==> config.mk <==
export PLATFORM = sky130hd
export DESIGN_NAME = int_add_wb_stage
export DESIGN_NICKNAME = d
export VERILOG_FILES = /design/src/rtl/int_add_wb_stage.sv
export SDC_FILE = /design/constraint.sdc
export NUM_CORES = 1
export LEC_CHECK = 0
export CAP_MARGIN = 20
export CORE_ASPECT_RATIO = 1.2
export CORE_MARGIN = 2
export CORE_UTILIZATION = 60
export DETAILED_ROUTE_END_ITERATION = 10
export PLACE_DENSITY = 0.85
export RECOVER_POWER = 25
export SYNTH_ARGS = -nofsm -noshare
export SYNTH_HDL_FRONTEND = slang
export SYNTH_SLANG_ARGS = --single-unit
==> constraint.sdc <==
create_clock -name clk -period 8 [get_ports clk]
set_input_delay 1.6 -clock clk [delete_from_list [all_inputs] [get_ports clk]]
set_output_delay 1.6 -clock clk [all_outputs]
set_load 0.05 [all_outputs]
==> src/rtl/int_add_wb_stage.sv <==
// -----------------------------------------------------------------------------
// int_add_wb_stage
//
// Writeback stage behind the integer adder. A destination tag follows each
// accepted add/sub/addi uop through the adder latency. When the tag leaves the
// last pipe stage, add_value is captured alongside it and the {rd, data} pair
// is queued. Results whose destination is x0 are dropped silently. The queue
// drains to the register-file write port through a valid/ready handshake.
// issue_stall is a credit check: queued results plus in-flight tags must never
// exceed the queue depth.
//
// Parameters:
//   DATA_WIDTH   result width (defaults to `DATA_WIDTH, or 32 if not defined)
//   DEPTH        result FIFO entries; power of two, >= 2
//   ADD_LATENCY  clock edges from issue to a stable add_value; >= 1
//
// Ports:
//   clk, reset    clock; synchronous active-high reset
//   uop_valid_in  adder uop issued this cycle
//   uop_rd        destination register of the issued uop
//   add_value     adder result
//   issue_stall   upstream must not issue
//   wb_valid      FIFO head valid
//   wb_ready      register file accepts the head
//   wb_rd         head destination register
//   wb_data       head result
//   wb_count      FIFO occupancy, 0..DEPTH
//   drop_err      sticky: a uop was presented while stalled
//
// Optional feature, macro INT_WB_FWD_EN:
//   fwd_valid / fwd_rd / fwd_data carry the most recently captured non-x0
//   result for one cycle after its capture edge, for operand bypass.
// -----------------------------------------------------------------------------
`ifndef DATA_WIDTH
`define DATA_WIDTH 32
`endif

module int_add_wb_stage #(
  parameter int DATA_WIDTH  = `DATA_WIDTH,
  parameter int DEPTH       = 4,
  parameter int ADD_LATENCY = 1
) (
  input  logic                    clk,
  input  logic                    reset,
  input  logic                    uop_valid_in,
  input  logic [4:0]              uop_rd,
  input  logic [DATA_WIDTH-1:0]   add_value,
  output logic                    issue_stall,
  output logic                    wb_valid,
  input  logic                    wb_ready,
  output logic [4:0]              wb_rd,
  output logic [DATA_WIDTH-1:0]   wb_data,
  output logic [$clog2(DEPTH):0]  wb_count,
`ifdef INT_WB_FWD_EN
  output logic                    fwd_valid,
  output logic [4:0]              fwd_rd,
  output logic [DATA_WIDTH-1:0]   fwd_data,
`endif
  output logic                    drop_err
);

  localparam int PW = $clog2(DEPTH);
  localparam int CW = PW + 1;

  // Tag pipe: stage 0 is loaded on the accept edge, the last stage is the
  // one whose tag is paired with add_value.
  logic [ADD_LATENCY-1:0] pipe_valid;
  logic [4:0]             pipe_rd [ADD_LATENCY];

  // Result FIFO storage.
  logic [4:0]             mem_rd   [DEPTH];
  logic [DATA_WIDTH-1:0]  mem_data [DEPTH];
  logic [PW-1:0]          wr_ptr;
  logic [PW-1:0]          rd_ptr;

  logic       accept;
  logic       push;
  logic       pop;
  logic [4:0] cap_rd;
  int         inflight;

  // NOTE: every variable assigned in always_comb gets a default first, so no
  // path leaves it unassigned and no latch is inferred.
  always_comb begin
    inflight = 0;
    for (int i = 0; i < ADD_LATENCY; i++) begin
      inflight = inflight + int'(pipe_valid[i]);
    end
  end

  // Credit check from registered state only: no path from wb_ready or
  // uop_valid_in, so a pop frees a credit one cycle later.
  assign issue_stall = (int'(wb_count) + inflight) >= DEPTH;
  assign accept      = uop_valid_in & ~issue_stall;

  assign cap_rd   = pipe_rd[ADD_LATENCY-1];
  assign push     = pipe_valid[ADD_LATENCY-1] & (cap_rd != 5'd0);
  assign wb_valid = (wb_count != '0);
  assign pop      = wb_valid & wb_ready;

  // Head is read straight out of the registered storage array.
  assign wb_rd   = mem_rd[rd_ptr];
  assign wb_data = mem_data[rd_ptr];

  // NOTE: sequential state uses non-blocking assignments only, so every
  // register samples pre-edge values regardless of statement order.
  always_ff @(posedge clk) begin
    if (reset) begin
      pipe_valid <= '0;
      for (int i = 0; i < ADD_LATENCY; i++) begin
        pipe_rd[i] <= '0;
      end
      // NOTE: the storage array is reset because the head is visible on
      // wb_rd/wb_data and those must read zero out of reset; with DEPTH this
      // small it costs only a reset term per flop.
      for (int i = 0; i < DEPTH; i++) begin
        mem_rd[i]   <= '0;
        mem_data[i] <= '0;
      end
      wr_ptr   <= '0;
      rd_ptr   <= '0;
      wb_count <= '0;
      drop_err <= 1'b0;
    end else begin
      pipe_valid[0] <= accept;
      pipe_rd[0]    <= uop_rd;
      for (int i = 1; i < ADD_LATENCY; i++) begin
        pipe_valid[i] <= pipe_valid[i-1];
        pipe_rd[i]    <= pipe_rd[i-1];
      end

      // At full with a concurrent pop, wr_ptr == rd_ptr; the head has
      // already been consumed this cycle, so overwriting it is safe.
      if (push) begin
        mem_rd[wr_ptr]   <= cap_rd;
        mem_data[wr_ptr] <= add_value;
        wr_ptr           <= wr_ptr + PW'(1);
      end
      if (pop) begin
        rd_ptr <= rd_ptr + PW'(1);
      end

      case ({push, pop})
        2'b10:   wb_count <= wb_count + CW'(1);
        2'b01:   wb_count <= wb_count - CW'(1);
        default: wb_count <= wb_count;
      endcase

      if (uop_valid_in && issue_stall) begin
        drop_err <= 1'b1;
      end
    end
  end

`ifdef INT_WB_FWD_EN
  always_ff @(posedge clk) begin
    if (reset) begin
      fwd_valid <= 1'b0;
      fwd_rd    <= '0;
      fwd_data  <= '0;
    end else begin
      fwd_valid <= push;
      if (push) begin
        fwd_rd   <= cap_rd;
        fwd_data <= add_value;
      end
    end
  end
`endif

  // The credit rule must make a push into a full FIFO without a pop impossible.
  no_overflow: assert property (@(posedge clk) disable iff (reset)
    !(push && !pop && (wb_count == CW'(DEPTH))));

endmodule

Word level (Yosys, flattened, before mapping)
Memory sizes are Yosys's and may differ from the RTL's. A register that Yosys moved wholly into a read port is not among the register bits. Index checks and enable logic that the tools add are counted.

Add/sub/neg operators: 5. Order comparisons: 1. Equal/unequal tests: 2. Muxes and demuxes: 19. Bitwise gates (word level): 4. Reductions and logical operators: 7.

Operators by type and width (number): 32-bit two-way mux (1); 32-bit OR reduction (1); 2-bit two-way mux (6); 5-bit two-way mux (2); 5-bit OR reduction (2); 1-bit two-way mux (9); 3-bit one-hot mux with 2 select lines (1); 5-bit nonzero test (1); 2-bit by 1-bit adder with 2-bit output, second input constant (2); 3-bit by 1-bit adder with 4-bit output (1); 4-bit by 3-bit greater-or-equal comparator with 1-bit output, second input constant (1); 3-bit by 1-bit adder with 3-bit output, second input constant (1); 1-bit AND (3); 3-bit nonzero test (1); 3-bit by 1-bit subtractor with 3-bit output, second input constant (1); 2-bit by 1-bit equality test with 1-bit output, second input constant (1); 2-bit equality test, second input constant (1); 2-bit nonzero test (1); 1-bit logical AND (1); 1-bit NOT (1).

Register bits after elaboration: 9. Bits in writable memories: 153. Bits of input ports: 41. Output and inout bits: 43. Logic and storage cells: 46. Memories: 3.

Memory list: mem_data (depth 4, width 32, rd ports 1, clocked after Yosys merged registers in 1, write ports 4, RTL line 72) `logic [DATA_WIDTH-1:0] mem_data [DEPTH];`; mem_rd (depth 4, width 5, rd ports 1, clocked after Yosys merged registers in 1, write ports 4, RTL line 71) `logic [4:0] mem_rd [DEPTH];`; pipe_rd (depth 1, width 5, rd ports 1, clocked after Yosys merged registers in 0, write ports 1, RTL line 68) `logic [4:0] pipe_rd [ADD_LATENCY];`.

Depth between registers and ports, before layout
Gate-level depths: netlist (run 1). An unclocked memory read counts as a cell.

Depth in word-level cells: 8. Depth in mapped cells: 10.

Least setup slack after synthesis (run 1)
OpenSTA, ideal clock, no wires.

Path kind: flip-flop to flip-flop. From: memory pipe_rd[0][2]. To: memory mem_data[3][0] in the netlist's numbering (enable). Setup time: 0.487 ns. Arrival time: 3.630 ns. Data required time: 7.513 ns. Path slack: 3.883 ns. Stages on the path, launching flop included: 5. Buffers on the path: 1. Clock period less this slack: 4.117 ns. Path through: dfxtp_1 or2_2 clkbuf_1 o21ai_2 o31ai_1.

RTL lines (RTL line): start, declared (68); end, declared (72).

==> impl_metrics.yaml, run 1 <==
outcome:
  status: "complete, but fails checks"
  violations: "max-capacitance violations, max-slew violations"
worst_setup_path:
  cp-endpoint: "mem_data[2][24]$_SDFFCE_PN0P_"
  arrival_ns: 5.38
  r2r_cells: 3
  worstPathMaxFanout: 41
  reg2reg_from: "pipe_rd[0][1]$_SDFF_PP0_"
  r2r_slack_ns: 4.63
  endpoint_kind: "flip-flop"
  crit_start: "reset"
  start_kind: "primary input"
  crit_type: "primary input to flip-flop"
  required_ns: 7.85
  r2r-end: "mem_data[2][24]$_SDFFCE_PN0P_"
route:
  drtAntennaViolNets: 0
  num_vias: 4177
  drt_wl_total_mm: 14.8
  drt_iter0_markers: 361
  route.detailed.drc: 0
  via_per_inst: 5.81
  wire_per_inst_microns: 20.6
  drt_pass1_iterations: 5
logic_synthesis:
  synth.avg_cell_area_sq_um: 14.4
  ys.flop_type: "edfxtp_1"
  synth_cell_type_count: 36
  synth_seq_area_share: 0.697
  yosys_register_bits: 164
  synth_edf_count: 148
  yosysWarningCount: 0
  ys_async_sr_fraction: 0
  syn_inst: 474
  synth.net_count: 517
  syn_area_sq_um: 6840
sta:
  final_max_slew_viol_count: 42
  period_share: 0.691
  min_period_ns: 5.53
  skew_ns: 0.00587
  fmax_ghz: 0.181
  finalHoldViolCount: 0
  rsz0062_at_grt: "false"
  relSlewSlack: -0.529
  timing.setup.tns_ns: 0
  setup-violations-final: 0
  tightest_slew_ns: 2.29
  worst_slack_ns: 2.47
clock_network:
  clk_pin_slew_ns: 0.06
  clockRootBuffer: "clkbuf_16"
  cts_buffers: 17
  post_cts_buffers: 0
  clock_sinks: 164
  clk_path_buf_depth: 2
  clock_latency_ns: 0.42
  cts_tree: "yes"
  cts_hold_buf: 0
  cts_resized: 0
  cts_max_level: 4
floorplan:
  die_h_microns: 121
  ios: 84
  dieWidth_microns: 101
  rows: 42
  die-area_sq_um: 12300
  core_area_sq_um: 11100
  initial_core_util: 0.616
grt:
  globalRouteTotalUtil: 0.257
  antenna_found_initial: 0
  grt_pass1_vias: 4342
  grt-ovfl-total: 0
  grt_max_degree: 42
  grt_pass1_wl_mm: 22.7
hold_path:
  hold_depth: 2
  hold_class: "flip-flop to flip-flop"
layout:
  num_antenna_cells: 0
  fillers: 629
  drive_gt1_frac: 0.147
  area_growth_pct: 24.2
  nets: 595
  utilization: 0.766
placement:
  port_buffers: 83
  detailed_place_hpwl_mm: 7.89
  place_congestion: 0.775
  dp_slack_ns: 3.84
power:
  cellPowerDensity_nw_per_um2: 306
  finalPower_mw: 2.59
  power.leakage_nw: 2.97
  max-vdd-ir-drop_uv: 264
job:
  cap_violations: 1
-- kinds of logic (layout without fill, tap and decap cells) --
kind of cell | after synthesis | count (layout) | synth area share
flip-flops | 164 | 164 | 0.697
multiplexers | 37 | 37 | 0.122
XOR/XNOR | 4 | 4 | 0.00513
AO/OA/AOI/OAI | 15 | 15 | 0.0190
adder cells (fa/ha/maj) | 2 | 2 | 0.00476
AND/OR/NAND/NOR | 213 | 213 | 0.126
buffers and inverters | 39 | 130 | 0.0256
-- cells in the final DEF, fill, tap and decap left out, types with 5 or more instances in the layout --
cell,n
dfxtp_1,14
mux4_2,37
clkbuf_8,9
edfxtp_1,148
nor2b_1,6
nand2_1,40
clkbuf_1,5
clkdlybuf4s50_1,81
nor2_1,147
inv_1,7
clkbuf_16,19
-- metal layers --
layer,routed length [microns],up-vias,part of all wire,track usage
met5,0,-,0,0
met4,426,0,0.029,0.115
met3,1090,41,0.074,0.0611
met2,7740,222,0.52,0.426
met1,5530,2042,0.37,0.322
li1,-,1872,-,-
-- critical path, stage by stage --
cell and delay [ns]:
dlygate4sd3_1 0.76, clkinv_1 0.09, clkbuf_1 1.64, nand2_2 1.25
-- sequential cells by signal, indices dropped and copies added (netlist names), named ones only --
signal and flops:
mem_data 128, mem_rd 20, pipe_rd 5, wb_count 3
rd_ptr 2, wr_ptr 2, drop_err 1, pipe_valid 1
-- report_power, final --
part | switching (mW) | leakage, nW | internal, mW | total [mW]
sequential | 0.0400 | 1.67 | 1.00 | 1.04
combinational | 0.456 | 0.992 | 0.280 | 0.735
clock | 0.306 | 0.304 | 0.510 | 0.816
total | 0.801 | 2.97 | 1.79 | 2.59
-- synth_stat cells (2+ instances only) --
master,number,area [sq um]
nor3_1,3,15.0
a21oi_1,3,15.0
nand2_1,43,161
nor3b_1,2,15.0
xor2_1,3,26.3
inv_1,8,30.0
buf_2,17,85.1
and2_1,2,12.5
edfxtp_1,148,4440
clkbuf_1,12,45.0
or3_1,3,18.8
nor2b_1,6,37.5
nor2_1,147,552
mux4_2,37,833
o2111ai_2,3,45.0
o311ai_0,2,17.5
dfxtp_1,16,320
-- how the worst min path moves through the flow --
| stage | slack (ns) | endpoint | startpoint |
|---|---|---|---|
| 2_1_floorplan | 0.48 | flip-flop | rd_ptr[1]$_SDFFE_PP0P_ |
| 5_1_grt | 0.54 | drop_err$_SDFFE_PP0P_ | drop_err$_SDFFE_PP0P_ |
| 3_5_place_dp | 0.48 | drop_err$_SDFFE_PP0P_ | drop_err$_SDFFE_PP0P_ |
| 4_1_cts | 0.49 | drop_err$_SDFFE_PP0P_ | drop_err$_SDFFE_PP0P_ |
| 6_report | 0.48 | drop_err$_SDFFE_PP0P_ | drop_err$_SDFFE_PP0P_ |
| 3_3_place_gp | 0.46 | drop_err$_SDFFE_PP0P_ | drop_err$_SDFFE_PP0P_ |
-- stage by stage --
stage	instance area [sq um]	cells	hold WS, ns
CTS	8420	716	0.493
detailed placement	7800	684	0.477
finish	8490	719	0.485
global route	8490	719	0.535
global placement	7800	684	0.462
floorplan	6840	474	0.485
-- layout make-up --
cell class	instances	area, sq um	share of cell area
timing repair buffer	89	925	0.109
inverter	9	33.8	0.00398
clock buffer	32	614	0.0724
sequential	164	4770	0.561
multi-input combinational	271	1960	0.231
tap	154	193	0.0227
Power figures use the tool's default switching activity.
==> run 2, diff against run 1 <==
Settings changed: CORE_UTILIZATION 60 to 50, PLACE_DENSITY 0.85 to 0.76.
Clock period 8 ns to 4.4 ns, I/O delays scaled along.
==> run 2 against run 1 <==
Effect of this change:
- the flow still finishes with violations (max-capacitance violations, max-slew violations)
- clock power is 78% higher
- clock skew is 0.0014 ns lower
- critical endpoint is now wb_data[25]
- first-iteration DRC count fell by 17%
- critical path depth fell by 2
- routed wire length down 2.9%
- utilization decreased by 13 points
- largest power group unchanged
- final cell count rose by 2.8%
- global-route usage down 5.0 points
- total power up 81%
==> impl_metrics.yaml, run 2 (synthesized netlist as in run 1, its figures left out) <==
outcome:
  status: "complete, but fails checks"
  violations: "max-capacitance violations, max-slew violations"
worst_setup_path:
  r2r_cells: 8
  cp_slowest_cell: "dfxtp_2"
  endpoint_kind: "output port"
  critPathMaxStageDelay_ns: 0.98
  worstPathMaxFanout: 37
  arrival_ns: 2.64
  r2r_slack_ns: 1.10
  start_kind: "flip-flop"
  required_ns: 3.52
  path_cells: "mux4_2, clkdlybuf4s50_1"
  crit_type: "flip-flop to output port"
  reg2reg_from: "pipe_rd[0][1]$_SDFF_PP0_"
  r2r-end: "wb_count[2]$_SDFFE_PP0P_"
clock_network:
  clockRootBuffer: "clkbuf_16"
  clk_path_buf_depth: 2
  post_cts_buffers: 0
  cts_hold_buf: 0
  clock_latency_ns: 0.41
  cts_resized: 0
  cts_max_level: 4
  clk_pin_slew_ns: 0.06
  cts_buffers: 17
  clock_sinks: 164
  cts_tree: "yes"
sta:
  setup-violations-final: 0
  timing.setup.tns_ns: 0
  fmax_ghz: 0.284
  tightest_slew_ns: 1.89
  period_share: 0.801
  min_period_ns: 3.52
  relSlewSlack: -0.257
  skew_ns: 0.00451
  final_max_slew_viol_count: 35
  rsz0062_at_grt: "false"
  finalHoldViolCount: 0
grt:
  globalRouteTotalUtil: 0.207
  grt_pass1_wl_mm: 23.0
  grt-ovfl-total: 0
  antenna_found_initial: 0
  grt_pass1_vias: 4482
  grt_max_degree: 38
floorplan:
  dieWidth_microns: 111
  initial_core_util: 0.514
  core_area_sq_um: 13300
  rows: 46
  die_h_microns: 132
  ios: 84
  die-area_sq_um: 14600
layout:
  final_cell_mix: "edfxtp_1 (148), nor2_1 (147), clkdlybuf4s50_1 (82)"
  ff_latch_area_sq_um: 4770
  utilization: 0.636
  nets: 601
  drive_gt1_frac: 0.145
  area_growth_pct: 23.8
  multi_input_area_sq_um: 1930
  regMostFlops: "mem_data"
  reg_top3: "mem_data (128), mem_rd (20), pipe_rd (5)"
  num_antenna_cells: 0
  largest_reg_flops: 128
  fillers: 969
  stdcell_area_sq_um: 8460
  mostFrequentLayoutCell: "edfxtp_1"
placement:
  detailed_place_hpwl_mm: 8.38
  dpl_cell_area_sq_um: 7920
  place_congestion: 0.766
  port_buffers: 83
route:
  drt_pass1_iterations: 4
  num_vias: 4100
  drtAntennaViolNets: 0
  drt_iter0_markers: 300
  wire_per_inst_microns: 19.4
  route.detailed.drc: 0
  drt_wl_total_mm: 14.3
  via_per_inst: 5.55
power:
  cellPowerDensity_nw_per_um2: 554
  finalPower_mw: 4.69
  power.leakage_nw: 2.95
  max-vdd-ir-drop_uv: 413
hold_path:
  hold_depth: 2
  hold_class: "flip-flop to flip-flop"
  whs_endpoint: "drop_err$_SDFFE_PP0P_"
  hp-start: "drop_err$_SDFFE_PP0P_"
job:
  cap_violations: 1
==> run 2: layer usage <==
metal | vias to the layer above | share of wire | wire [microns] | GRT usage
met5 | - | 0 | 0 | 0
met4 | 0 | 0.016 | 233 | 0.0750
met3 | 19 | 0.080 | 1140 | 0.0566
met2 | 174 | 0.54 | 7690 | 0.372
met1 | 2023 | 0.37 | 5280 | 0.236
li1 | 1884 | - | - | -
==> run 2: worst max-delay path by stage <==
stage | depth (start not counted) | endpoint | slack [ns] | from
after global placement | 2 | wb_data[27] | 1.29 | flip-flop
after global routing | 2 | wb_data[25] | 0.75 | flip-flop
after CTS | 2 | wb_data[25] | 0.80 | flip-flop
after detailed placement | 2 | wb_data[25] | 1.28 | flip-flop
final | 2 | wb_data[25] | 0.88 | flip-flop
after floorplan | 4 | mem_data[3][0]$_DFFE_PP_ | 0.28 | pipe_rd[0][2]$_SDFF_PP0_
==> run 2: layout make-up <==
cell class,count,area share
Timing Repair Buffer,95,0.110
Inverter,9,0.00399
Sequential cell,164,0.563
Clock inverter,10,0.0158
Tap cell,168,0.0248
Multi-Input combinational cell,271,0.228
Clock buffer,22,0.0537
==> run 2: metrics by stage <==
step / hold WS [ns] / instances / setup slack [ns]
global placement: 0.454 / 707 / 1.29
finish: 0.498 / 739 / 0.877
detailed placement: 0.477 / 707 / 1.28
global route: 0.519 / 739 / 0.753
CTS: 0.502 / 739 / 0.799
floorplan: 0.485 / 474 / 0.283
==> run 2: power by group <==
part	total (mW)	switching (mW)	internal [mW]
Combinational	1.32	0.812	0.513
Clock	1.45	0.549	0.905
Sequential	1.91	0.0886	1.82
Total	4.69	1.45	3.24
==> run 2: critical path, delay by kind of cell, from the launching register on <==
kind	cells	cell delay, ns
buffers and inverters	1	0.82
flip-flops	1	0.98
multiplexers	1	0.42
==> run 3, diff against run 2 <==
Clock period 4.4 ns to 3.2 ns, I/O delays scaled along.
==> run 3 against run 2 <==
Effect of this change:
- the run now ends clean
- total power grew 39%
- global-route usage grew 0.067 points
- critical path depth grew 1
- count of clock-buffer cells in the layout grew 7
- highest routed layer unchanged
- die area is the same
- non-clock buffer count grew 8
- clock skew grew 0.0039 ns
- flip-flop and latch count is the same
- largest power group unchanged
- first-iteration DRC count grew 1.7%
- setup slack lost 0.73 ns
- clock power grew 40%
- design area grew 1.7%
==> impl_metrics.yaml, run 3 (synthesized netlist as in run 1, its figures left out) <==
worst_setup_path:
  endpoint_kind: "output port"
  critPathMaxStageDelay_ns: 0.73
  crit_type: "flip-flop to output port"
  worstPathMaxFanout: 14
  cp_slowest_cell: "clkdlybuf4s50_1"
  arrival_ns: 2.41
  required_ns: 2.56
  path_cells: "buf_4, mux4_2, clkdlybuf4s50_1"
  start_kind: "flip-flop"
  r2r_slack_ns: 0.45
power:
  cellPowerDensity_nw_per_um2: 756
  max-vdd-ir-drop_uv: 658
  finalPower_mw: 6.50
  power.leakage_nw: 3.02
floorplan:
  die-area_sq_um: 14600
  core_area_sq_um: 13300
  rows: 46
  dieWidth_microns: 111
  initial_core_util: 0.514
  die_h_microns: 132
  ios: 84
layout:
  fillers: 965
  regMostFlops: "mem_data"
  final_cell_mix: "edfxtp_1 (148), nor2_1 (147), clkdlybuf4s50_1 (79)"
  utilization: 0.647
  mostFrequentLayoutCell: "edfxtp_1"
  ff_latch_area_sq_um: 4770
  area_growth_pct: 25.8
  finalNonFillerCells: 747
  reg_top3: "mem_data (128), mem_rd (20), pipe_rd (5)"
  multi_input_area_sq_um: 1960
  largest_reg_flops: 128
  stdcell_area_sq_um: 8600
  drive_gt1_frac: 0.169
  num_antenna_cells: 0
  nets: 609
sta:
  skew_ns: 0.00840
  finalHoldViolCount: 0
  final_max_slew_viol_count: 0
  timing.setup.tns_ns: 0
  rsz0062_at_grt: "false"
  min_period_ns: 3.05
  setup-violations-final: 0
  relSlewSlack: 0.291
  tightest_slew_ns: 1.06
  period_share: 0.954
  fmax_ghz: 0.327
clock_network:
  clk_pin_slew_ns: 0.06
  cts_tree: "yes"
  cts_buffers: 17
  cts_max_level: 4
  post_cts_buffers: 0
  cts_resized: 0
  cts_hold_buf: 0
  clk_path_buf_depth: 2
  clock_latency_ns: 0.41
  clock_sinks: 164
  clockRootBuffer: "clkbuf_16"
route:
  route.detailed.drc: 0
  num_vias: 4156
  drt_pass1_iterations: 5
  drtAntennaViolNets: 0
  wire_per_inst_microns: 19.3
  via_per_inst: 5.56
  drt_iter0_markers: 305
  drt_wl_total_mm: 14.4
grt:
  grt_pass1_wl_mm: 23.2
  antenna_found_initial: 0
  grt-ovfl-total: 0
  grt_pass1_vias: 4445
  grt_max_degree: 35
  globalRouteTotalUtil: 0.207
hold_path:
  hold_class: "flip-flop to flip-flop"
placement:
  detailed_place_hpwl_mm: 9.07
  place_inst: 715
  dpl_cell_area_sq_um: 8010
  place_congestion: 0.841
  port_buffers: 83
job:
  cap_violations: 0
outcome:
  status: "complete, no violations"
run 3: final cells by class:
class | instances | area share
Clock buffer | 29 | 0.0681
Clock inverter | 3 | 0.00247
Multi-Input combinational cell | 271 | 0.228
Tap cell | 168 | 0.0244
Inverter | 9 | 0.00393
Timing Repair Buffer | 103 | 0.119
Sequential cell | 164 | 0.554
run 3: final timing paths:
| check | startpoint | endpoint | cells past startpoint |
|---|---|---|---|
| max | flip-flop | wb_data[22] | 3 |
| min | drop_err$_SDFFE_PP0P_ | drop_err$_SDFFE_PP0P_ | 2 |
| max reg2reg | pipe_rd[0][0]$_SDFF_PP0_ | wb_count[2]$_SDFFE_PP0P_ | 9 |
| min reg2reg | drop_err$_SDFFE_PP0P_ | drop_err$_SDFFE_PP0P_ | 2 |
run 3: critical path: cells and delay by family, from the launching register on:
| family | cells | cell delay (ns) |
|---|---|---|
| buf+inv | 2 | 1.04 |
| flops | 1 | 0.61 |
| mux | 1 | 0.33 |
run 3: where the power goes:
part	total (mW)	internal (mW)	switching (mW)
Combinational	1.88	0.727	1.15
Clock	2.03	1.25	0.777
Sequential	2.59	2.50	0.0908
Total	6.50	4.48	2.02
run 3: through the flow:
stage          worst slack (ns)  hold WS [ns]
2_1_floorplan             0.241         0.485
3_3_place_gp              0.563         0.453
3_5_place_dp              0.465         0.516
4_1_cts                   0.127         0.529
5_1_grt                   0.106         0.575
6_report                  0.146         0.513
run 3: metal layers:
layer	wire length, microns	track usage	vias to the layer above
li1	-	-	1899
met1	5470	0.255	2056
met2	7760	0.368	187
met3	1060	0.0469	14
met4	152	0.0625	0
met5	0	0	-
